## src/rtl/alu_ctrl.sv

```systemverilog
// alu_ctrl: registered, flow-controlled front end for the 8-bit 4-function ALU.
// Commands are queued in a small FIFO and executed strictly one at a time.
// Each command drives the ALU select/operand lines for one settle cycle, then
// the result is captured into the accumulator and returned on the rsp channel.
//
// Handshake rules for both channels (cmd_* and rsp_*): a transfer happens on a
// rising edge where valid and ready are both high. Once valid is raised, the
// producer holds valid and its payload stable until that transfer edge. Ready
// may change freely and does not depend on valid.
module alu_ctrl #(
    parameter int WIDTH = 8,
    parameter int DEPTH = 4
) (
    input  logic             clk,
    input  logic             rstn,
    input  logic             cmd_valid,
    output logic             cmd_ready,
    input  logic [1:0]       cmd_op,
    input  logic             cmd_acc,
    input  logic [WIDTH-1:0] cmd_a,
    input  logic [WIDTH-1:0] cmd_b,
    output logic             alu_s1,
    output logic             alu_s2,
    output logic [WIDTH-1:0] alu_p,
    output logic [WIDTH-1:0] alu_q,
    input  logic [WIDTH:0]   alu_y,
    output logic             rsp_valid,
    input  logic             rsp_ready,
    output logic [WIDTH:0]   rsp_y,
    output logic             rsp_zero,
    output logic [WIDTH-1:0] acc,
    output logic [1:0]       dbg_state
);

    localparam int AW = (DEPTH > 1) ? $clog2(DEPTH) : 1;
    localparam int EW = 2 + 1 + 2 * WIDTH;
    localparam logic [AW:0] FULL_CNT = DEPTH[AW:0];

    localparam logic [1:0] S_IDLE    = 2'd0;
    localparam logic [1:0] S_ISSUE   = 2'd1;
    localparam logic [1:0] S_CAPTURE = 2'd2;
    localparam logic [1:0] S_RESPOND = 2'd3;

    logic [EW-1:0]    mem [DEPTH];
    logic [AW-1:0]    wr_ptr;
    logic [AW-1:0]    rd_ptr;
    logic [AW:0]      count;
    logic [1:0]       state;

    logic             push;
    logic             pop;
    logic [EW-1:0]    head;
    logic [1:0]       head_op;
    logic             head_acc;
    logic [WIDTH-1:0] head_a;
    logic [WIDTH-1:0] head_b;

    // No bypass: a full FIFO refuses a push even if a pop happens the same edge.
    assign cmd_ready = (count != FULL_CNT);
    assign push      = cmd_valid & cmd_ready;
    // Pop only when the FSM is ready to start the next command.
    assign pop       = (count != '0) &&
                       ((state == S_IDLE) || ((state == S_RESPOND) && rsp_ready));

    assign head     = mem[rd_ptr];
    assign head_op  = head[EW-1 -: 2];
    assign head_acc = head[2*WIDTH];
    assign head_a   = head[2*WIDTH-1 -: WIDTH];
    assign head_b   = head[WIDTH-1:0];

    assign dbg_state = state;

    // Command storage: write the accepted entry at the write pointer.
    always_ff @(posedge clk) begin
        if (rstn && push) begin
            mem[wr_ptr] <= {cmd_op, cmd_acc, cmd_a, cmd_b};
        end
    end

    // FIFO pointers and occupancy; pointers wrap naturally (DEPTH is a power of two).
    always_ff @(posedge clk) begin
        if (!rstn) begin
            wr_ptr <= '0;
            rd_ptr <= '0;
            count  <= '0;
        end else begin
            if (push) begin
                wr_ptr <= wr_ptr + 1'b1;
            end
            if (pop) begin
                rd_ptr <= rd_ptr + 1'b1;
            end
            case ({push, pop})
                2'b10:   count <= count + 1'b1;
                2'b01:   count <= count - 1'b1;
                default: count <= count;
            endcase
        end
    end

    // Execution FSM: pop -> settle -> capture -> hold response until accepted.
    always_ff @(posedge clk) begin
        if (!rstn) begin
            state     <= S_IDLE;
            alu_s1    <= 1'b0;
            alu_s2    <= 1'b0;
            alu_p     <= '0;
            alu_q     <= '0;
            rsp_valid <= 1'b0;
            rsp_y     <= '0;
            rsp_zero  <= 1'b0;
            acc       <= '0;
        end else begin
            case (state)
                S_IDLE: begin
                    if (pop) begin
                        alu_s1 <= head_op[1];
                        alu_s2 <= head_op[0];
                        alu_p  <= head_acc ? acc : head_a;
                        alu_q  <= head_b;
                        state  <= S_ISSUE;
                    end
                end
                S_ISSUE: begin
                    state <= S_CAPTURE;
                end
                S_CAPTURE: begin
                    // The ALU leaves y[WIDTH] undriven for logic ops, so mask it.
                    rsp_y     <= {alu_y[WIDTH] & ~alu_s1, alu_y[WIDTH-1:0]};
                    rsp_zero  <= (alu_y[WIDTH-1:0] == '0);
                    acc       <= alu_y[WIDTH-1:0];
                    rsp_valid <= 1'b1;
                    state     <= S_RESPOND;
                end
                S_RESPOND: begin
                    if (rsp_ready) begin
                        rsp_valid <= 1'b0;
                        if (pop) begin
                            alu_s1 <= head_op[1];
                            alu_s2 <= head_op[0];
                            alu_p  <= head_acc ? acc : head_a;
                            alu_q  <= head_b;
                            state  <= S_ISSUE;
                        end else begin
                            state <= S_IDLE;
                        end
                    end
                end
                default: begin
                    state <= S_IDLE;
                end
            endcase
        end
    end

endmodule

```

## config.mk

```make
export PLATFORM = sky130hd
export DESIGN_NAME = alu_ctrl
export DESIGN_NICKNAME = d
export VERILOG_FILES = /design/src/rtl/alu_ctrl.sv
export SDC_FILE = /design/constraint.sdc
export NUM_CORES = 1
export LEC_CHECK = 0
export BUFFER_PORTS_ARGS = -buffer_cell sky130_fd_sc_hd__buf_2
export CAP_MARGIN = 10
export CORE_ASPECT_RATIO = 0.6
export CORE_MARGIN = 2
export CORE_UTILIZATION = 40
export DETAILED_ROUTE_END_ITERATION = 8
export GPL_ROUTABILITY_DRIVEN = 1
export GPL_TIMING_DRIVEN = 1
export SYNTH_ARGS = -nofsm -noshare
export SYNTH_HDL_FRONTEND = slang
export SYNTH_SLANG_ARGS = --single-unit
```

## constraint.sdc

```tcl
create_clock -name clk -period 3 [get_ports clk]
set_input_delay 0.15 -clock clk [delete_from_list [all_inputs] [get_ports clk]]
set_output_delay 0.15 -clock clk [all_outputs]
set_load 0.03 [all_outputs]
```

## Word level (Yosys, flattened, before mapping)

Memories as Yosys holds them, arrays and structs flattened. A register that Yosys moved wholly into a read port is not among the register bits.
Index checks and enable logic that the tools add are counted.

- Output and inout port bits: 40
- Register bits after elaboration: 46
- Bits in writable memories: 76
- Input bits: 32
- Memories: 1

- Multiplexer cells: 24
- Equality and inequality tests: 8
- Add/subtract/negate cells: 4
- Reduce and logical (&&, ||, !) cells: 13
- Bitwise logic cells: 3

Memory list:

| name | depth | bits a word | rd ports | clocked after memory_dff | wr ports | RTL line | text |
|---|---|---|---|---|---|---|---|
| mem | 4 | 19 | 1 | 1 | 1 | 44 | `logic [EW-1:0] mem [DEPTH];` |

Operators with widths:

| operator | count |
|---|---|
| 2-to-1 mux 8 bit | 5 |
| case mux 8 bit (2 select lines) | 2 |
| zero test 8 bit | 1 |
| 2-to-1 mux 1 bit | 8 |
| 2-to-1 mux 2 bit | 4 |
| case mux 2 bit (4 select lines) | 1 |
| equality test 2 bit, second input constant | 3 |
| case mux 1 bit (2 select lines) | 3 |
| case mux 3 bit (2 select lines) | 1 |
| AND reduction 2 bit | 3 |
| nonzero test 2 bit | 3 |
| adder 2 x 1 -> 2 bit, second input constant | 2 |
| equality test 2 x 1 -> 1 bit, second input constant | 2 |
| inequality test 2 bit, second input constant | 2 |
| adder 3 x 1 -> 3 bit, second input constant | 1 |
| logical AND 1 bit | 3 |
| inequality test 3 bit, second input constant | 1 |
| nonzero test 3 bit | 1 |
| subtractor 3 x 1 -> 3 bit, second input constant | 1 |
| AND 1 bit | 2 |
| zero test 2 bit | 1 |
| logical OR 1 bit | 1 |
| inverter 1 bit | 1 |

## Depth between registers and ports, before layout

Gate-level depths: netlist (run 1).

- Word-level depth: 7
- Mapped depth: 10
- Mapped depth without buffers: 10

## Least setup slack after synthesis (run 1)

No wires, ideal clock.

- Path type: register -> register
- From: register count[2]
- To: register count[2]
- Setup slack: 0.514 ns
- Setup time: 0.070 ns
- Stages on the path, launching flop included: 11
- Data arrival time: 2.415 ns
- Path buffers: 1
- Path through: dfxtp_1 > or3b_1 > clkbuf_1 > and2_1 > inv_1 > ha_1 > inv_1 > fa_1 > xor2_1 > or3_1 > a21oi_1

- Longest elaborated chain between the ends: 4
- Elaborated cells on any way between the ends: 10

Ends and longest elaborated chain:

| item | RTL line | text |
|---|---|---|
| start, declared | 47 | `logic [AW:0] count;` |
| start signal, assigned | 94 | `2'b10: count <= count + 1'b1;` |
| start signal, assigned | 95 | `2'b01: count <= count - 1'b1;` |
| start signal, assigned | 96 | `default: count <= count;` |
| inequality test 3 bit (*) | 59 | `assign cmd_ready = (count != FULL_CNT);` |
| via cmd_ready | 17 | `output logic cmd_ready,` |
| AND 1 bit (*) | 60 | `assign push = cmd_valid & cmd_ready;` |
| equality test 2 x 1 -> 1 bit / equality test 2 bit (equally long branches) | 93 | `case ({push, pop})` |
| case mux 3 bit (2 select lines) / nonzero test 2 bit (equally long branches) | -- |  |

Mark *: on every way through the listed nets, which the timed path passes. The rest lies on a longest branch.
A chain may end at the register's enable or synchronous reset.

## Worst setup path after layout (run 1)

- From: register count[2]
- To: register count[2]

- Longest elaborated chain between the ends: 4
- Elaborated cells on any way between the ends: 10

Ends and longest elaborated chain:

| item | RTL line |
|---|---|
| inequality test 3 bit / nonzero test 3 bit (equally long branches) | 59, 62 |
| AND 1 bit / logical AND 1 bit (equally long branches) | 60, 62 |
| equality test 2 x 1 -> 1 bit / equality test 2 bit (equally long branches) | 93 |
| case mux 3 bit (2 select lines) / nonzero test 2 bit (equally long branches) | -- |

Several ways; a longest one is shown, not always the timed one.

==> results of run 1 <==
## flip-flops by register name, indices dropped and copies added (netlist names), 2 cells and up, named ones only
name	cells
alu_p	8
alu_q	8
count	3
dbg_state	2
mem	76
rd_ptr	2
rsp_y	9
wr_ptr	2
## layout make-up
class	count	area share, %
Inverter	10	0.629
Clock inverter	14	3.08
Clock buffer	18	7.20
Timing Repair Buffer	103	10.9
Multi-Input combinational cell	157	23.1
Sequential cell	116	51.7
Tap cell	160	3.36
## cells by family (layout without fill, tap and decap cells)
| kind of cell | count (synthesis) | after routing | share of synthesized area [%] |
|---|---|---|---|
| xor+xnor | 2 | 2 | 0.377 |
| compound gates | 57 | 57 | 6.91 |
| simple gates | 51 | 51 | 5.87 |
| fa+ha+maj | 10 | 10 | 2.85 |
| mux | 37 | 37 | 13.7 |
| flops | 116 | 116 | 66.3 |
| buf+inv | 35 | 145 | 4.04 |
## through the flow
stage	hold slack [ns]	setup WS [ns]	power, W	instance area (um2)	utilization, %
2_1_floorplan	0.249	0.514	0.00329	4650	-
3_3_place_gp	0.365	0.629	0.00368	5130	45.4
3_5_place_dp	0.373	0.554	0.00373	5130	45.4
4_1_cts	0.00245	0.540	0.00583	5960	52.8
5_1_grt	0.0112	0.413	0.00608	5960	52.8
6_report	0.0238	0.526	0.00578	5960	52.8
## layer usage
layer  up-vias  GRT usage [%]
met5         -              0
met4         0           5.04
met3         7           4.78
met2        75           23.8
met1      1408           23.1
li1       1369              -
## worst reg2reg max path, cell delays in order, from the launching register on
cell and delay, ns:
sky130_fd_sc_hd__dfxtp_1 0.41, sky130_fd_sc_hd__or3b_1 0.47, sky130_fd_sc_hd__and2_1 0.24, sky130_fd_sc_hd__inv_1 0.07, sky130_fd_sc_hd__ha_1 0.17, sky130_fd_sc_hd__inv_1 0.06
sky130_fd_sc_hd__fa_1 0.37, sky130_fd_sc_hd__xor2_1 0.16, sky130_fd_sc_hd__or3_1 0.31, sky130_fd_sc_hd__a21oi_1 0.14
## power by group through the flow
stage | Sequential [W] | Clock (W) | Combinational [W]
2_1_floorplan | 0.00229 | 0 | 0.00100
3_3_place_gp | 0.00209 | 0 | 0.00160
3_5_place_dp | 0.00210 | 0 | 0.00163
4_1_cts | 0.00207 | 0.00210 | 0.00166
5_1_grt | 0.00209 | 0.00219 | 0.00180
6_report | 0.00207 | 0.00207 | 0.00164
## placed cells by master, fill, tap and decap left out, drive strengths merged, types with 11 or more instances in the layout
master,synthesis,final
o21ai,12,12
mux4,19,19
clkbuf,7,18
dlygate4sd3,0,22
dfxtp,40,40
a21oi,30,30
nand3,15,15
inv,10,11
edfxtp,76,76
nor2,14,14
buf,18,81
mux2i,17,17
## worst max path at each step
stage	start	endpoint	slack (ns)	cells past startpoint
2_1_floorplan	count[2]	count[2]	0.51	10
3_3_place_gp	count[2]	count[2]	0.63	9
3_5_place_dp	count[2]	count[2]	0.55	9
4_1_cts	count[2]	count[2]	0.54	9
5_1_grt	count[2]	count[2]	0.41	9
6_report	count[2]	count[2]	0.53	9
==> impl_results.html, run 1 <==
<table>
<tr><th>Metric</th><th>Value</th></tr>
<tr><th colspan="2">Run status</th></tr>
<tr><td>Outcome</td><td>finished, final reports clean</td></tr>
<tr><th colspan="2">Cells and area</th></tr>
<tr><td>Count of antenna diodes in the layout</td><td>0</td></tr>
<tr><td>Share of cells above drive strength 1</td><td>29.7%</td></tr>
<tr><td>Area of combinational cells with multiple inputs</td><td>1380 um2</td></tr>
<tr><td>Filler cell count</td><td>945</td></tr>
<tr><td>Layout Cells excl Fill</td><td>578</td></tr>
<tr><td>FF+latch area</td><td>3080 um2</td></tr>
<tr><td>Post-layout nets</td><td>447</td></tr>
<tr><td>Signed area change from the synthesized netlist to the final layout</td><td>28.2%</td></tr>
<tr><th colspan="2">Global routing</th></tr>
<tr><td>Total GRT Usage</td><td>approximately 16%</td></tr>
<tr><td>Total grt overflow</td><td>0</td></tr>
<tr><td>Initial antenna violation count</td><td>0</td></tr>
<tr><td>Global-route wire length before repair</td><td>roughly 15000 um</td></tr>
<tr><td>Number of global-route vias before repair</td><td>2703</td></tr>
<tr><td>Maximum number of pins on one net before global-route repair</td><td>23</td></tr>
<tr><th colspan="2">STA</th></tr>
<tr><td>Maximum frequency from static timing analysis</td><td>404 MHz</td></tr>
<tr><td>Actual slew at the worst max-slew pin</td><td>0.667 ns</td></tr>
<tr><td>RSZ-0062 raised after global routing</td><td>false</td></tr>
<tr><td>Final critical-path share of the clock period</td><td>about 82%</td></tr>
<tr><td>Endpoints failing hold</td><td>0</td></tr>
<tr><td>Final min period</td><td>2.47 ns</td></tr>
<tr><td>Setup_tns</td><td>0 ns</td></tr>
<tr><td>Worst slew margin relative to its limit</td><td>55.6%</td></tr>
<tr><td>Skew final</td><td>0.00961 ns</td></tr>
<tr><td>Final Slew Violations</td><td>0</td></tr>
<tr><td>Setup violation total in the final timing report</td><td>0</td></tr>
<tr><th colspan="2">Synth</th></tr>
<tr><td>Flip-flop cell with the highest count after synthesis</td><td>sky130_fd_sc_hd__edfxtp_1</td></tr>
<tr><td>Synthesized area</td><td>4650 um2</td></tr>
<tr><td>Mapped Cells</td><td>between 300 and 400</td></tr>
<tr><td>Area fraction of the dominant cell type after synthesis</td><td>between 40% and 50%</td></tr>
<tr><td>Most frequent cells after synthesis</td><td>76 x sky130_fd_sc_hd__edfxtp_1, 40 x sky130_fd_sc_hd__dfxtp_1, 30 x sky130_fd_sc_hd__a21oi_1</td></tr>
<tr><td>Distinct cell type count after synthesis</td><td>37</td></tr>
<tr><td>Mapped Avg Cell Area</td><td>15.1 um2</td></tr>
<tr><td>Yosys Warn Count</td><td>0</td></tr>
<tr><td>Cell type with the highest aggregate area in the netlist</td><td>sky130_fd_sc_hd__edfxtp_1</td></tr>
<tr><td>Post-synthesis net count</td><td>350</td></tr>
<tr><td>Share of flip-flops with an asynchronous set or reset</td><td>0%</td></tr>
<tr><td>Synth area leaders</td><td>sky130_fd_sc_hd__edfxtp_1 49%, sky130_fd_sc_hd__dfxtp_1 17%, sky130_fd_sc_hd__mux4_2 5.8%, sky130_fd_sc_hd__mux4_1 4.0%, sky130_fd_sc_hd__mux2i_1 3.7%</td></tr>
<tr><td>Sequential area share after synthesis</td><td>66.3%</td></tr>
<tr><td>Cell with the most instances after synthesis</td><td>sky130_fd_sc_hd__edfxtp_1</td></tr>
<tr><td>Number of enable-type register cells in the synthesized netlist</td><td>76</td></tr>
<tr><td>Register bit count reported by yosys</td><td>116</td></tr>
<tr><th colspan="2">Floorplanning</th></tr>
<tr><td>Floorplan Core Area</td><td>11300 um2</td></tr>
<tr><td>Starting Density</td><td>41.2%</td></tr>
<tr><td>DIE HEIGHT</td><td>87.5 um</td></tr>
<tr><td>Total Die Area</td><td>12500 um2</td></tr>
<tr><td>Top-level port count</td><td>slightly above 70</td></tr>
<tr><td>Floorplan die width</td><td>143 um</td></tr>
<tr><td>Floorplan row count</td><td>30</td></tr>
<tr><th colspan="2">Hold path</th></tr>
<tr><td>Hold Path Origin</td><td>alu_y[7]</td></tr>
<tr><td>Worst hold stages</td><td>3</td></tr>
<tr><td>Hold crit path type</td><td>input port to register</td></tr>
<tr><td>End point of the worst hold path</td><td>rsp_y[7]</td></tr>
<tr><th colspan="2">Critical path</th></tr>
<tr><td>Cell family with the largest share of critical-path delay</td><td>simple AND/OR/NAND/NOR gates</td></tr>
<tr><td>Cells traversed along the worst timing path</td><td>or3b_1 -&gt; and2_1 -&gt; inv_1 -&gt; ha_1 -&gt; inv_1 -&gt; fa_1 -&gt; xor2_1 -&gt; or3_1 -&gt; a21oi_1</td></tr>
<tr><td>CP peak stage delay</td><td>roughly 0.47 ns</td></tr>
<tr><td>Type of element launching the critical path</td><td>register</td></tr>
<tr><td>R2R Path Start</td><td>count[2]</td></tr>
<tr><td>Data arrival time at the worst-slack endpoint</td><td>2.79 ns</td></tr>
<tr><td>Kind of critical path</td><td>register to register</td></tr>
<tr><td>Crit path top cell by count</td><td>sky130_fd_sc_hd__inv_1</td></tr>
<tr><td>Worst path slowest cell</td><td>sky130_fd_sc_hd__or3b_1</td></tr>
<tr><td>Reg2reg setup slack</td><td>0.53 ns</td></tr>
<tr><td>Largest driver fanout on the critical path</td><td>6</td></tr>
<tr><td>R2r endpoint</td><td>count[2]</td></tr>
<tr><td>CP bufs+invs</td><td>2</td></tr>
<tr><td>Critical Path End Type</td><td>register</td></tr>
<tr><td>Worst-case reg-to-reg path depth</td><td>9</td></tr>
<tr><td>Critical path required time</td><td>about 3.3 ns</td></tr>
<tr><th colspan="2">Routing</th></tr>
<tr><td>Per-cell via count in the routed design</td><td>just under 5</td></tr>
<tr><td>Met3 Wirelength</td><td>464 um</td></tr>
<tr><td>TritonRoute pass-1 iters</td><td>4</td></tr>
<tr><td>Routed wire per std cell</td><td>16.5 um</td></tr>
<tr><td>Wirelength, routed</td><td>approximately 9500 um</td></tr>
<tr><td>Residual DRC count</td><td>0</td></tr>
<tr><td>Number of vias in the routed layout</td><td>2859</td></tr>
<tr><td>Uppermost signal routing layer after detailed routing</td><td>met4</td></tr>
<tr><td>DRT antenna net count</td><td>0</td></tr>
<tr><td>Met1 WL</td><td>4800 um</td></tr>
<tr><td>Met2 wire length</td><td>4210 um</td></tr>
<tr><td>DRC violation total after the first TritonRoute iteration</td><td>142</td></tr>
<tr><th colspan="2">Power and ir drop</th></tr>
<tr><td>Static leakage</td><td>approximately 2.2 nW</td></tr>
<tr><td>Psw</td><td>0.00186 W</td></tr>
<tr><td>Fraction of power consumed by the clock network</td><td>35.8%</td></tr>
<tr><td>Fraction of power spent switching nets</td><td>32.2%</td></tr>
<tr><td>Max rail drop VDD</td><td>0.000444 V</td></tr>
<tr><td>Relative contribution of combinational cells to total power</td><td>about 28%</td></tr>
<tr><td>Power Density</td><td>969 nW/um2</td></tr>
<tr><td>Internal Power</td><td>0.00392 W</td></tr>
<tr><td>Flop pwr share</td><td>approximately 36%</td></tr>
<tr><th colspan="2">Clock tree</th></tr>
<tr><td>Clock latency of the later-clocked register in the worst-skew pair</td><td>0.40 ns</td></tr>
<tr><td>CTS tree</td><td>done</td></tr>
<tr><td>CTS Root Cell</td><td>sky130_fd_sc_hd__clkbuf_16</td></tr>
<tr><td>Number of setup buffers added after CTS</td><td>0</td></tr>
<tr><td>Total CTS buffers</td><td>17</td></tr>
<tr><td>Number of H-tree branching levels</td><td>4</td></tr>
<tr><td>Clock slew at reported path FFs</td><td>0.05 ns</td></tr>
<tr><td>CTS Buffer Depth</td><td>2</td></tr>
<tr><td>Number of gates resized after CTS</td><td>0</td></tr>
<tr><td>Number of hold buffers added after CTS</td><td>22</td></tr>
<tr><td>Clock sink total</td><td>roughly 120</td></tr>
<tr><th colspan="2">Place</th></tr>
<tr><td>Placed Cells</td><td>approximately 520</td></tr>
<tr><td>Weighted congestion at the end of routability-driven global placement</td><td>just under 0.7</td></tr>
<tr><td>Final HPWL from detailed placement</td><td>6390 um</td></tr>
<tr><td>I/O Buffers</td><td>71</td></tr>
<tr><th colspan="2">Job</th></tr>
<tr><td>Max-cap violations</td><td>0</td></tr>
</table>
No activity file was read; power rests on OpenSTA's default activity.
==> run 2: changes to the inputs <==
--- a/config.mk
+++ b/config.mk
@@ -5,6 +5,7 @@
 export SDC_FILE = /design/constraint.sdc
 export NUM_CORES = 1
 export LEC_CHECK = 0
+export ABC_AREA = 1
 export BUFFER_PORTS_ARGS = -buffer_cell sky130_fd_sc_hd__buf_2
 export CAP_MARGIN = 10
 export CORE_ASPECT_RATIO = 0.6
==> constraint.sdc (replaced) <==
create_clock -name clk -period 2.5 [get_ports clk]
set_input_delay 0.125 -clock clk [delete_from_list [all_inputs] [get_ports clk]]
set_output_delay 0.125 -clock clk [all_outputs]
set_load 0.03 [all_outputs]
==> impl_results.html, run 2 <==
<table>
<tr><th>Metric</th><th>Value</th></tr>
<tr><th colspan="2">Critical path</th></tr>
<tr><td>Type of element launching the critical path</td><td>register</td></tr>
<tr><td>Critical Path End Type</td><td>register</td></tr>
<tr><td>Largest driver fanout on the critical path</td><td>5 (-1)</td></tr>
<tr><td>Cells traversed along the worst timing path</td><td>ha_1 -&gt; nand2_1 -&gt; inv_1 -&gt; o21ai_2 -&gt; inv_1 -&gt; ha_1 -&gt; inv_1 -&gt; fa_1 -&gt; a21oi_1 -&gt; o21ai_0 -&gt; nand2_1 -&gt; nand2_1 -&gt; nor2_1</td></tr>
<tr><td>First element of the critical path</td><td>dbg_state[0]</td></tr>
<tr><td>R2R Path Start</td><td>dbg_state[0]</td></tr>
<tr><td>Data arrival time at the worst-slack endpoint</td><td>2.43 ns (-0.36 ns)</td></tr>
<tr><td>Worst setup endpoint</td><td>count[2]</td></tr>
<tr><td>R2r endpoint</td><td>count[2]</td></tr>
<tr><td>Critical path required time</td><td>2.85 ns (-0.47 ns)</td></tr>
<tr><td>CP peak stage delay</td><td>0.39 ns (-0.08 ns)</td></tr>
<tr><td>Reg2reg setup slack</td><td>0.42 ns (-0.11 ns)</td></tr>
<tr><td>Worst path slowest cell</td><td>sky130_fd_sc_hd__dfxtp_1</td></tr>
<tr><td>Kind of critical path</td><td>register to register</td></tr>
<tr><td>Worst-case reg-to-reg path depth</td><td>13 (+4)</td></tr>
<tr><th colspan="2">Clock tree</th></tr>
<tr><td>CTS tree</td><td>done</td></tr>
<tr><td>Number of hold buffers added after CTS</td><td>28 (+27%)</td></tr>
<tr><td>Clock latency of the later-clocked register in the worst-skew pair</td><td>0.41 ns (about the same)</td></tr>
<tr><td>Clock slew at reported path FFs</td><td>0.05 ns (about the same)</td></tr>
<tr><td>Clock sink total</td><td>116 (unchanged)</td></tr>
<tr><td>Number of setup buffers added after CTS</td><td>0 (unchanged)</td></tr>
<tr><td>Total CTS buffers</td><td>17 (unchanged)</td></tr>
<tr><td>Number of gates resized after CTS</td><td>0 (unchanged)</td></tr>
<tr><td>CTS Buffer Depth</td><td>2 (unchanged)</td></tr>
<tr><td>Number of H-tree branching levels</td><td>4 (unchanged)</td></tr>
<tr><td>CTS Root Cell</td><td>sky130_fd_sc_hd__clkbuf_16</td></tr>
<tr><th colspan="2">STA</th></tr>
<tr><td>RSZ-0062 raised after global routing</td><td>false</td></tr>
<tr><td>Final critical-path share of the clock period</td><td>83.2% (+0.72 points)</td></tr>
<tr><td>Endpoints failing hold</td><td>0 (unchanged)</td></tr>
<tr><td>Setup violation total in the final timing report</td><td>0 (unchanged)</td></tr>
<tr><td>Skew final</td><td>0.00598 ns (-0.00363 ns)</td></tr>
<tr><td>Final min period</td><td>2.08 ns (-0.394 ns)</td></tr>
<tr><td>Maximum frequency from static timing analysis</td><td>481 MHz (+19%)</td></tr>
<tr><td>Worst slew margin relative to its limit</td><td>66.0% (+10 points)</td></tr>
<tr><td>Actual slew at the worst max-slew pin</td><td>0.510 ns (-0.157 ns)</td></tr>
<tr><td>Final Slew Violations</td><td>0 (unchanged)</td></tr>
<tr><td>Setup_tns</td><td>0 ns (unchanged)</td></tr>
<tr><th colspan="2">Floorplanning</th></tr>
<tr><td>Total Die Area</td><td>13200 um2 (+5.2%)</td></tr>
<tr><td>Top-level port count</td><td>72 (unchanged)</td></tr>
<tr><td>Floorplan row count</td><td>31 (+3.3%)</td></tr>
<tr><td>Starting Density</td><td>40.8% (-0.40 points)</td></tr>
<tr><td>DIE HEIGHT</td><td>89.7 um (+2.5%)</td></tr>
<tr><td>Floorplan Core Area</td><td>12000 um2 (+6.4%)</td></tr>
<tr><td>Floorplan die width</td><td>147 um (+2.6%)</td></tr>
<tr><th colspan="2">Global routing</th></tr>
<tr><td>Initial antenna violation count</td><td>0 (unchanged)</td></tr>
<tr><td>Global-route wire length before repair</td><td>17600 um (+19%)</td></tr>
<tr><td>Number of global-route vias before repair</td><td>3520 (+30%)</td></tr>
<tr><td>Total GRT Usage</td><td>17.6% (+1.5 points)</td></tr>
<tr><td>Maximum number of pins on one net before global-route repair</td><td>39 (+70%)</td></tr>
<tr><td>Total grt overflow</td><td>0 (unchanged)</td></tr>
<tr><th colspan="2">Synth</th></tr>
<tr><td>Flip-flop cell with the highest count after synthesis</td><td>sky130_fd_sc_hd__edfxtp_1</td></tr>
<tr><td>Share of flip-flops with an asynchronous set or reset</td><td>0% (unchanged)</td></tr>
<tr><td>Distinct cell type count after synthesis</td><td>32 (-14%)</td></tr>
<tr><td>Synth area leaders</td><td>sky130_fd_sc_hd__edfxtp_1 47%, sky130_fd_sc_hd__dfxtp_1 16%, sky130_fd_sc_hd__nor2_1 6.1%, sky130_fd_sc_hd__nand2_1 5.7%, sky130_fd_sc_hd__inv_1 4.5%</td></tr>
<tr><td>Mapped Avg Cell Area</td><td>10.1 um2 (-33%)</td></tr>
<tr><td>Cell type with the highest aggregate area in the netlist</td><td>sky130_fd_sc_hd__edfxtp_1</td></tr>
<tr><td>Mapped Cells</td><td>487 (+58%)</td></tr>
<tr><td>Yosys Warn Count</td><td>0 (unchanged)</td></tr>
<tr><td>Register bit count reported by yosys</td><td>116 (unchanged)</td></tr>
<tr><td>Sequential area share after synthesis</td><td>62.9% (-3.4 points)</td></tr>
<tr><td>Area fraction of the dominant cell type after synthesis</td><td>46.6% (-2.5 points)</td></tr>
<tr><td>Synthesized area</td><td>4900 um2 (+5.4%)</td></tr>
<tr><td>Post-synthesis net count</td><td>529 (+51%)</td></tr>
<tr><td>Number of enable-type register cells in the synthesized netlist</td><td>76 (unchanged)</td></tr>
<tr><td>Cell with the most instances after synthesis</td><td>sky130_fd_sc_hd__nor2_1</td></tr>
<tr><td>Most frequent cells after synthesis</td><td>80 x sky130_fd_sc_hd__nor2_1, 76 x sky130_fd_sc_hd__edfxtp_1, 74 x sky130_fd_sc_hd__nand2_1</td></tr>
<tr><th colspan="2">Place</th></tr>
<tr><td>Placed Cells</td><td>705 (+35%)</td></tr>
<tr><td>Final HPWL from detailed placement</td><td>7030 um (+10%)</td></tr>
<tr><td>I/O Buffers</td><td>71 (unchanged)</td></tr>
<tr><td>Weighted congestion at the end of routability-driven global placement</td><td>0.769 (+13%)</td></tr>
<tr><th colspan="2">Routing</th></tr>
<tr><td>TritonRoute pass-1 iters</td><td>4 (unchanged)</td></tr>
<tr><td>Number of vias in the routed layout</td><td>3573 (+25%)</td></tr>
<tr><td>Routed wire per std cell</td><td>14.2 um (-14%)</td></tr>
<tr><td>DRT antenna net count</td><td>0 (unchanged)</td></tr>
<tr><td>DRC violation total after the first TritonRoute iteration</td><td>223 (+57%)</td></tr>
<tr><td>Per-cell via count in the routed design</td><td>4.67 (-5.6%)</td></tr>
<tr><td>Wirelength, routed</td><td>10800 um (+14%)</td></tr>
<tr><td>Residual DRC count</td><td>0 (unchanged)</td></tr>
<tr><th colspan="2">Job</th></tr>
<tr><td>Max-cap violations</td><td>0 (unchanged)</td></tr>
<tr><th colspan="2">Cells and area</th></tr>
<tr><td>Top Registers</td><td>mem: 76 flops, rsp_y: 9 flops</td></tr>
<tr><td>Layout Cells excl Fill</td><td>765 (+32%)</td></tr>
<tr><td>Register with the most flip-flops</td><td>mem</td></tr>
<tr><td>Max FFs per register</td><td>76 (unchanged)</td></tr>
<tr><td>Post-layout nets</td><td>629 (+41%)</td></tr>
<tr><td>Signed area change from the synthesized netlist to the final layout</td><td>28.2% (about the same)</td></tr>
<tr><td>Count of antenna diodes in the layout</td><td>0 (unchanged)</td></tr>
<tr><td>Filler cell count</td><td>1076 (+14%)</td></tr>
<tr><td>Commonest non-fill, non-tap cell in the layout</td><td>sky130_fd_sc_hd__nor2_1</td></tr>
<tr><td>Share of cells above drive strength 1</td><td>20.0% (-9.7 points)</td></tr>
<tr><td>Most used cells in the layout excluding fill and tap cells</td><td>80 x sky130_fd_sc_hd__nor2_1, 76 x sky130_fd_sc_hd__edfxtp_1, 74 x sky130_fd_sc_hd__nand2_1</td></tr>
<tr><th colspan="2">Run status</th></tr>
<tr><td>Outcome</td><td>finished, final reports clean</td></tr>
<tr><th colspan="2">Hold path</th></tr>
<tr><td>Hold crit path type</td><td>input port to register</td></tr>
<tr><th colspan="2">Power and ir drop</th></tr>
<tr><td>Max rail drop VDD</td><td>0.000450 V (+1.4%)</td></tr>
<tr><td>Power Density</td><td>1240 nW/um2 (+28%)</td></tr>
<tr><td>Static leakage</td><td>2.75 nW (+23%)</td></tr>
</table>
## run 2: final cells by class
class / instances / area [um2] / share of cell area (%)
Inverter: 63 / 253 / 4.02
Clock buffer: 30 / 653 / 10.4
Sequential cell: 116 / 3080 / 49.1
Multi-Input combinational cell: 282 / 1380 / 21.9
Clock inverter: 2 / 13.8 / 0.219
Timing Repair Buffer: 107 / 696 / 11.1
Tap cell: 165 / 206 / 3.29
## run 2: where the power goes
group	switching, W	total [W]	internal [W]
registers	0.000212	0.00259	0.00238
logic	0.00180	0.00259	0.000782
clock network	0.000823	0.00259	0.00177
total	0.00284	0.00777	0.00493
## run 2: worst max-delay path, delay by kind of cell (launching register included)
kind / cells / cell delay [ns]
adder cells (fa/ha/maj): 3 / 0.74
flip-flops: 1 / 0.39
AO/OA/AOI/OAI: 3 / 0.36
AND/OR/NAND/NOR: 4 / 0.28
buffers and inverters: 3 / 0.25
## run 2: metal layers
layer	up-vias	part of all wire (%)	GRT usage, %
met3	4	8.8	6.75
li1	1804	-	-
met1	1644	47	23.4
met2	121	44	26.7
met4	0	0.65	5.53
met5	-	0	0
## run 2: cells by family after synthesis
group           after synthesis  synth area share [%]
simple gates                200                  17.6
flops                       116                  62.9
buf+inv                      89                  8.99
compound gates               71                  7.63
fa+ha+maj                    10                  2.71
xor+xnor                      1                 0.179
## run 2: worst min path at each step
stage	start	to	slack [ns]	depth (start not counted)
finish	rsp_ready	rsp_valid	0.05	4
global route	rsp_ready	rsp_valid	0.06	4
CTS	rsp_ready	rsp_valid	0.03	4
detailed placement	cmd_op[0]	mem[3][17]	0.34	1
global placement	cmd_b[5]	mem[3][5]	0.34	1
floorplan	cmd_b[0]	mem[0][0]	0.22	0
## run 2: per-stage QoR
stage	util [%]	area, um2	worst slack [ns]	hold WS, ns	power (W)
floorplan	-	4900	0.362	0.224	0.00461
global placement	44.4	5340	0.540	0.339	0.00512
detailed placement	44.4	5340	0.451	0.343	0.00519
CTS	52.2	6280	0.433	0.0304	0.00783
global route	52.2	6280	0.216	0.0625	0.00825
finish	52.2	6280	0.420	0.0530	0.00777
==> run 3: changes to the inputs <==
--- a/config.mk
+++ b/config.mk
@@ -5,7 +5,7 @@
 export SDC_FILE = /design/constraint.sdc
 export NUM_CORES = 1
 export LEC_CHECK = 0
-export ABC_AREA = 1
+export ABC_AREA = 0
 export BUFFER_PORTS_ARGS = -buffer_cell sky130_fd_sc_hd__buf_2
 export CAP_MARGIN = 10
 export CORE_ASPECT_RATIO = 0.6
==> constraint.sdc (replaced) <==
create_clock -name clk -period 2.1 [get_ports clk]
set_input_delay 0.105 -clock clk [delete_from_list [all_inputs] [get_ports clk]]
set_output_delay 0.105 -clock clk [all_outputs]
set_load 0.03 [all_outputs]
==> impl_results.html, run 3 (synthesized netlist as in run 1, its figures left out) <==
<table>
<tr><th>Metric</th><th>Value</th></tr>
<tr><th colspan="2">Critical path</th></tr>
<tr><td>Worst path slowest cell</td><td>sky130_fd_sc_hd__or3b_4</td></tr>
<tr><td>R2R Path Start</td><td>count[1]</td></tr>
<tr><td>R2r endpoint</td><td>count[2]</td></tr>
<tr><td>Critical path required time</td><td>2.44 ns (-0.41 ns)</td></tr>
<tr><td>Kind of critical path</td><td>register to register</td></tr>
<tr><td>Data arrival time at the worst-slack endpoint</td><td>2.47 ns (+0.04 ns)</td></tr>
<tr><td>Reg2reg setup slack</td><td>-0.03 ns (-0.45 ns)</td></tr>
<tr><td>CP peak stage delay</td><td>0.40 ns (about the same)</td></tr>
<tr><td>Critical Path End Type</td><td>register</td></tr>
<tr><td>Largest driver fanout on the critical path</td><td>2 (-3)</td></tr>
<tr><td>Worst setup endpoint</td><td>count[2]</td></tr>
<tr><td>Cells traversed along the worst timing path</td><td>or3b_4 -&gt; and2_4 -&gt; inv_4 -&gt; ha_4 -&gt; inv_2 -&gt; fa_2 -&gt; xor2_1 -&gt; or3_1 -&gt; a21oi_2</td></tr>
<tr><td>Worst-case reg-to-reg path depth</td><td>9 (-4)</td></tr>
<tr><td>Type of element launching the critical path</td><td>register</td></tr>
<tr><td>First element of the critical path</td><td>count[1]</td></tr>
<tr><th colspan="2">Hold path</th></tr>
<tr><td>Hold Path Origin</td><td>cmd_valid</td></tr>
<tr><td>Worst hold stages</td><td>3 (-1)</td></tr>
<tr><td>Hold crit path type</td><td>input port to register</td></tr>
<tr><th colspan="2">STA</th></tr>
<tr><td>Final Slew Violations</td><td>0 (unchanged)</td></tr>
<tr><td>RSZ-0062 raised after global routing</td><td>true</td></tr>
<tr><td>Setup violation total in the final timing report</td><td>1 (+1)</td></tr>
<tr><td>Final min period</td><td>2.13 ns (+0.0506 ns)</td></tr>
<tr><td>Worst setup slack after layout</td><td>-0.0303 ns (-0.451 ns)</td></tr>
<tr><td>Skew final</td><td>0.00757 ns (+0.00159 ns)</td></tr>
<tr><td>Endpoints failing hold</td><td>0 (unchanged)</td></tr>
<tr><td>Worst hold-check slack</td><td>0.0132 ns (-0.0398 ns)</td></tr>
<tr><td>Final critical-path share of the clock period</td><td>101% (+18 points)</td></tr>
<tr><td>Worst slew margin relative to its limit</td><td>50.8% (-15 points)</td></tr>
<tr><td>Actual slew at the worst max-slew pin</td><td>0.738 ns (+0.228 ns)</td></tr>
<tr><td>Maximum frequency from static timing analysis</td><td>469 MHz (-2.4%)</td></tr>
<tr><td>Setup_tns</td><td>-0.0303 ns (-0.0303 ns)</td></tr>
<tr><th colspan="2">Clock tree</th></tr>
<tr><td>Clock latency of the later-clocked register in the worst-skew pair</td><td>0.41 ns (about the same)</td></tr>
<tr><td>Clock sink total</td><td>116 (unchanged)</td></tr>
<tr><td>Total CTS buffers</td><td>17 (unchanged)</td></tr>
<tr><td>CTS Root Cell</td><td>sky130_fd_sc_hd__clkbuf_16</td></tr>
<tr><td>Clock slew at reported path FFs</td><td>0.05 ns (about the same)</td></tr>
<tr><td>Number of setup buffers added after CTS</td><td>0 (unchanged)</td></tr>
<tr><td>CTS Buffer Depth</td><td>2 (unchanged)</td></tr>
<tr><td>Number of H-tree branching levels</td><td>4 (unchanged)</td></tr>
<tr><td>CTS tree</td><td>done</td></tr>
<tr><th colspan="2">Cells and area</th></tr>
<tr><td>Most used cells in the layout excluding fill and tap cells</td><td>76 x sky130_fd_sc_hd__edfxtp_1, 71 x sky130_fd_sc_hd__buf_2, 35 x sky130_fd_sc_hd__dfxtp_1</td></tr>
<tr><td>Register with the most flip-flops</td><td>mem</td></tr>
<tr><td>Signed area change from the synthesized netlist to the final layout</td><td>33.3%</td></tr>
<tr><td>Layout Cells excl Fill</td><td>595 (-22%)</td></tr>
<tr><td>Commonest non-fill, non-tap cell in the layout</td><td>sky130_fd_sc_hd__edfxtp_1</td></tr>
<tr><td>Max FFs per register</td><td>76 (unchanged)</td></tr>
<tr><td>Finished Cell Area</td><td>6200 um2 (-1.3%)</td></tr>
<tr><td>Post-layout nets</td><td>463 (-26%)</td></tr>
<tr><td>Share of cells above drive strength 1</td><td>34.1% (+14 points)</td></tr>
<tr><td>Top Registers</td><td>mem: 76 flops, rsp_y: 9 flops</td></tr>
<tr><th colspan="2">Run status</th></tr>
<tr><td>Outcome</td><td>finished with violations</td></tr>
<tr><td>Violated checks</td><td>setup timing</td></tr>
<tr><th colspan="2">Global routing</th></tr>
<tr><td>Total GRT Usage</td><td>17.5% (-0.14 points)</td></tr>
<tr><td>Number of global-route vias before repair</td><td>2985 (-15%)</td></tr>
<tr><td>Global-route wire length before repair</td><td>16000 um (-9.4%)</td></tr>
<tr><td>Initial antenna violation count</td><td>1 (+1)</td></tr>
<tr><td>Maximum number of pins on one net before global-route repair</td><td>25 (-36%)</td></tr>
<tr><td>Total grt overflow</td><td>0 (unchanged)</td></tr>
<tr><th colspan="2">Routing</th></tr>
<tr><td>Residual DRC count</td><td>0 (unchanged)</td></tr>
<tr><td>DRT antenna net count</td><td>0 (unchanged)</td></tr>
<tr><td>DRC violation total after the first TritonRoute iteration</td><td>138 (-38%)</td></tr>
<tr><td>TritonRoute pass-1 iters</td><td>4 (unchanged)</td></tr>
<tr><td>Per-cell via count in the routed design</td><td>4.93 (+5.5%)</td></tr>
<tr><td>Routed wire per std cell</td><td>17.2 um (+22%)</td></tr>
<tr><td>Number of vias in the routed layout</td><td>2932 (-18%)</td></tr>
<tr><td>Wirelength, routed</td><td>10200 um (-5.4%)</td></tr>
<tr><th colspan="2">Place</th></tr>
<tr><td>Final HPWL from detailed placement</td><td>6490 um (-7.7%)</td></tr>
<tr><td>Placed Cells</td><td>534 (-24%)</td></tr>
<tr><td>Weighted congestion at the end of routability-driven global placement</td><td>0.719 (-6.5%)</td></tr>
<tr><td>Area post-placement</td><td>5240 um2 (-1.7%)</td></tr>
<tr><td>I/O Buffers</td><td>71 (unchanged)</td></tr>
<tr><th colspan="2">Floorplanning</th></tr>
<tr><td>Starting Density</td><td>41.2% (+0.40 points)</td></tr>
<tr><td>Top-level port count</td><td>72 (unchanged)</td></tr>
<tr><td>Floorplan row count</td><td>30 (-3.2%)</td></tr>
<tr><td>DIE HEIGHT</td><td>87.5 um (-2.5%)</td></tr>
<tr><td>Floorplan die width</td><td>143 um (-2.5%)</td></tr>
<tr><td>Total Die Area</td><td>12500 um2 (-4.9%)</td></tr>
<tr><td>Floorplan Core Area</td><td>11300 um2 (-6.0%)</td></tr>
<tr><th colspan="2">Job</th></tr>
<tr><td>Max-cap violations</td><td>0 (unchanged)</td></tr>
<tr><th colspan="2">Power and ir drop</th></tr>
<tr><td>Max rail drop VDD</td><td>0.000644 V (+43%)</td></tr>
<tr><td>Static leakage</td><td>2.36 nW (-14%)</td></tr>
<tr><td>Power Density</td><td>1410 nW/um2 (+14%)</td></tr>
</table>
run 3: cell count changes in the layout (fill, tap and decap cells not counted), moves of 12 or more:
cell                      change
sky130_fd_sc_hd__nor2_1      -67
sky130_fd_sc_hd__mux2i_1     +17
sky130_fd_sc_hd__nand3_1     -20
sky130_fd_sc_hd__mux4_2      +12
sky130_fd_sc_hd__nand2_1     -72
sky130_fd_sc_hd__o21ai_1     -23
sky130_fd_sc_hd__inv_1       -52
sky130_fd_sc_hd__a21oi_1     +14
run 3: critical path, delay by kind of cell (launching register included):
kind	cells	cell delay, ns
flip-flops	1	0.32
adder cells (fa/ha/maj)	2	0.47
buffers and inverters	2	0.09
XOR/XNOR	1	0.16
AND/OR/NAND/NOR	3	0.89
AO/OA/AOI/OAI	1	0.14
run 3: cell type report:
type | count | area, um2
Clock buffer | 17 | 425
Tap cell | 160 | 200
Multi-Input combinational cell | 157 | 1410
Fill cell | 921 | 5100
Antenna cell | 1 | 2.50
Inverter | 10 | 40.0
Clock inverter | 15 | 234
Sequential cell | 116 | 3090
Timing Repair Buffer | 119 | 798
run 3: metal layers:
layer	share of wire (%)	routed length, um	vias to the layer above	GRT usage (%)
li1	-	-	1402	-
met1	50	5080	1433	23.6
met2	44	4520	83	27.1
met3	5.0	513	14	5.17
met4	1.3	134	0	6.30
met5	0	0	-	0
run 3: worst min path at each step:
stage | endpoint | slack (ns)
floorplan | mem[0][0] | 0.20
global placement | mem[3][6] | 0.32
detailed placement | mem[2][2] | 0.33
CTS | wr_ptr[0] | 0.003
global route | wr_ptr[0] | 0.02
finish | wr_ptr[0] | 0.01
run 3: through the flow:
| stage | util [%] | total power [W] | worst slack [ns] |
|---|---|---|---|
| global route | 54.9 | 0.00921 | -0.0928 |
| finish | 54.9 | 0.00876 | -0.0303 |
| global placement | 46.4 | 0.00545 | 0.0239 |
| floorplan | - | 0.00475 | -0.121 |
| detailed placement | 46.4 | 0.00549 | -0.0212 |
| CTS | 54.7 | 0.00880 | -0.0163 |
run 3: timing repair:
item                                    in CTS  in global routing
endpoints found under the hold margin       86                  0
hold buffers                                28                  0
gates cloned                                 0                  0
pin swaps                                    3                  1
resized for setup                            2                  4
endpoints found under the setup margin       1                  2
run 3: power by group:
part / switching [W] / internal, W / total [W]
registers: 0.000171 / 0.00274 / 0.00291
clock network: 0.00103 / 0.00221 / 0.00324
logic: 0.00158 / 0.00103 / 0.00261
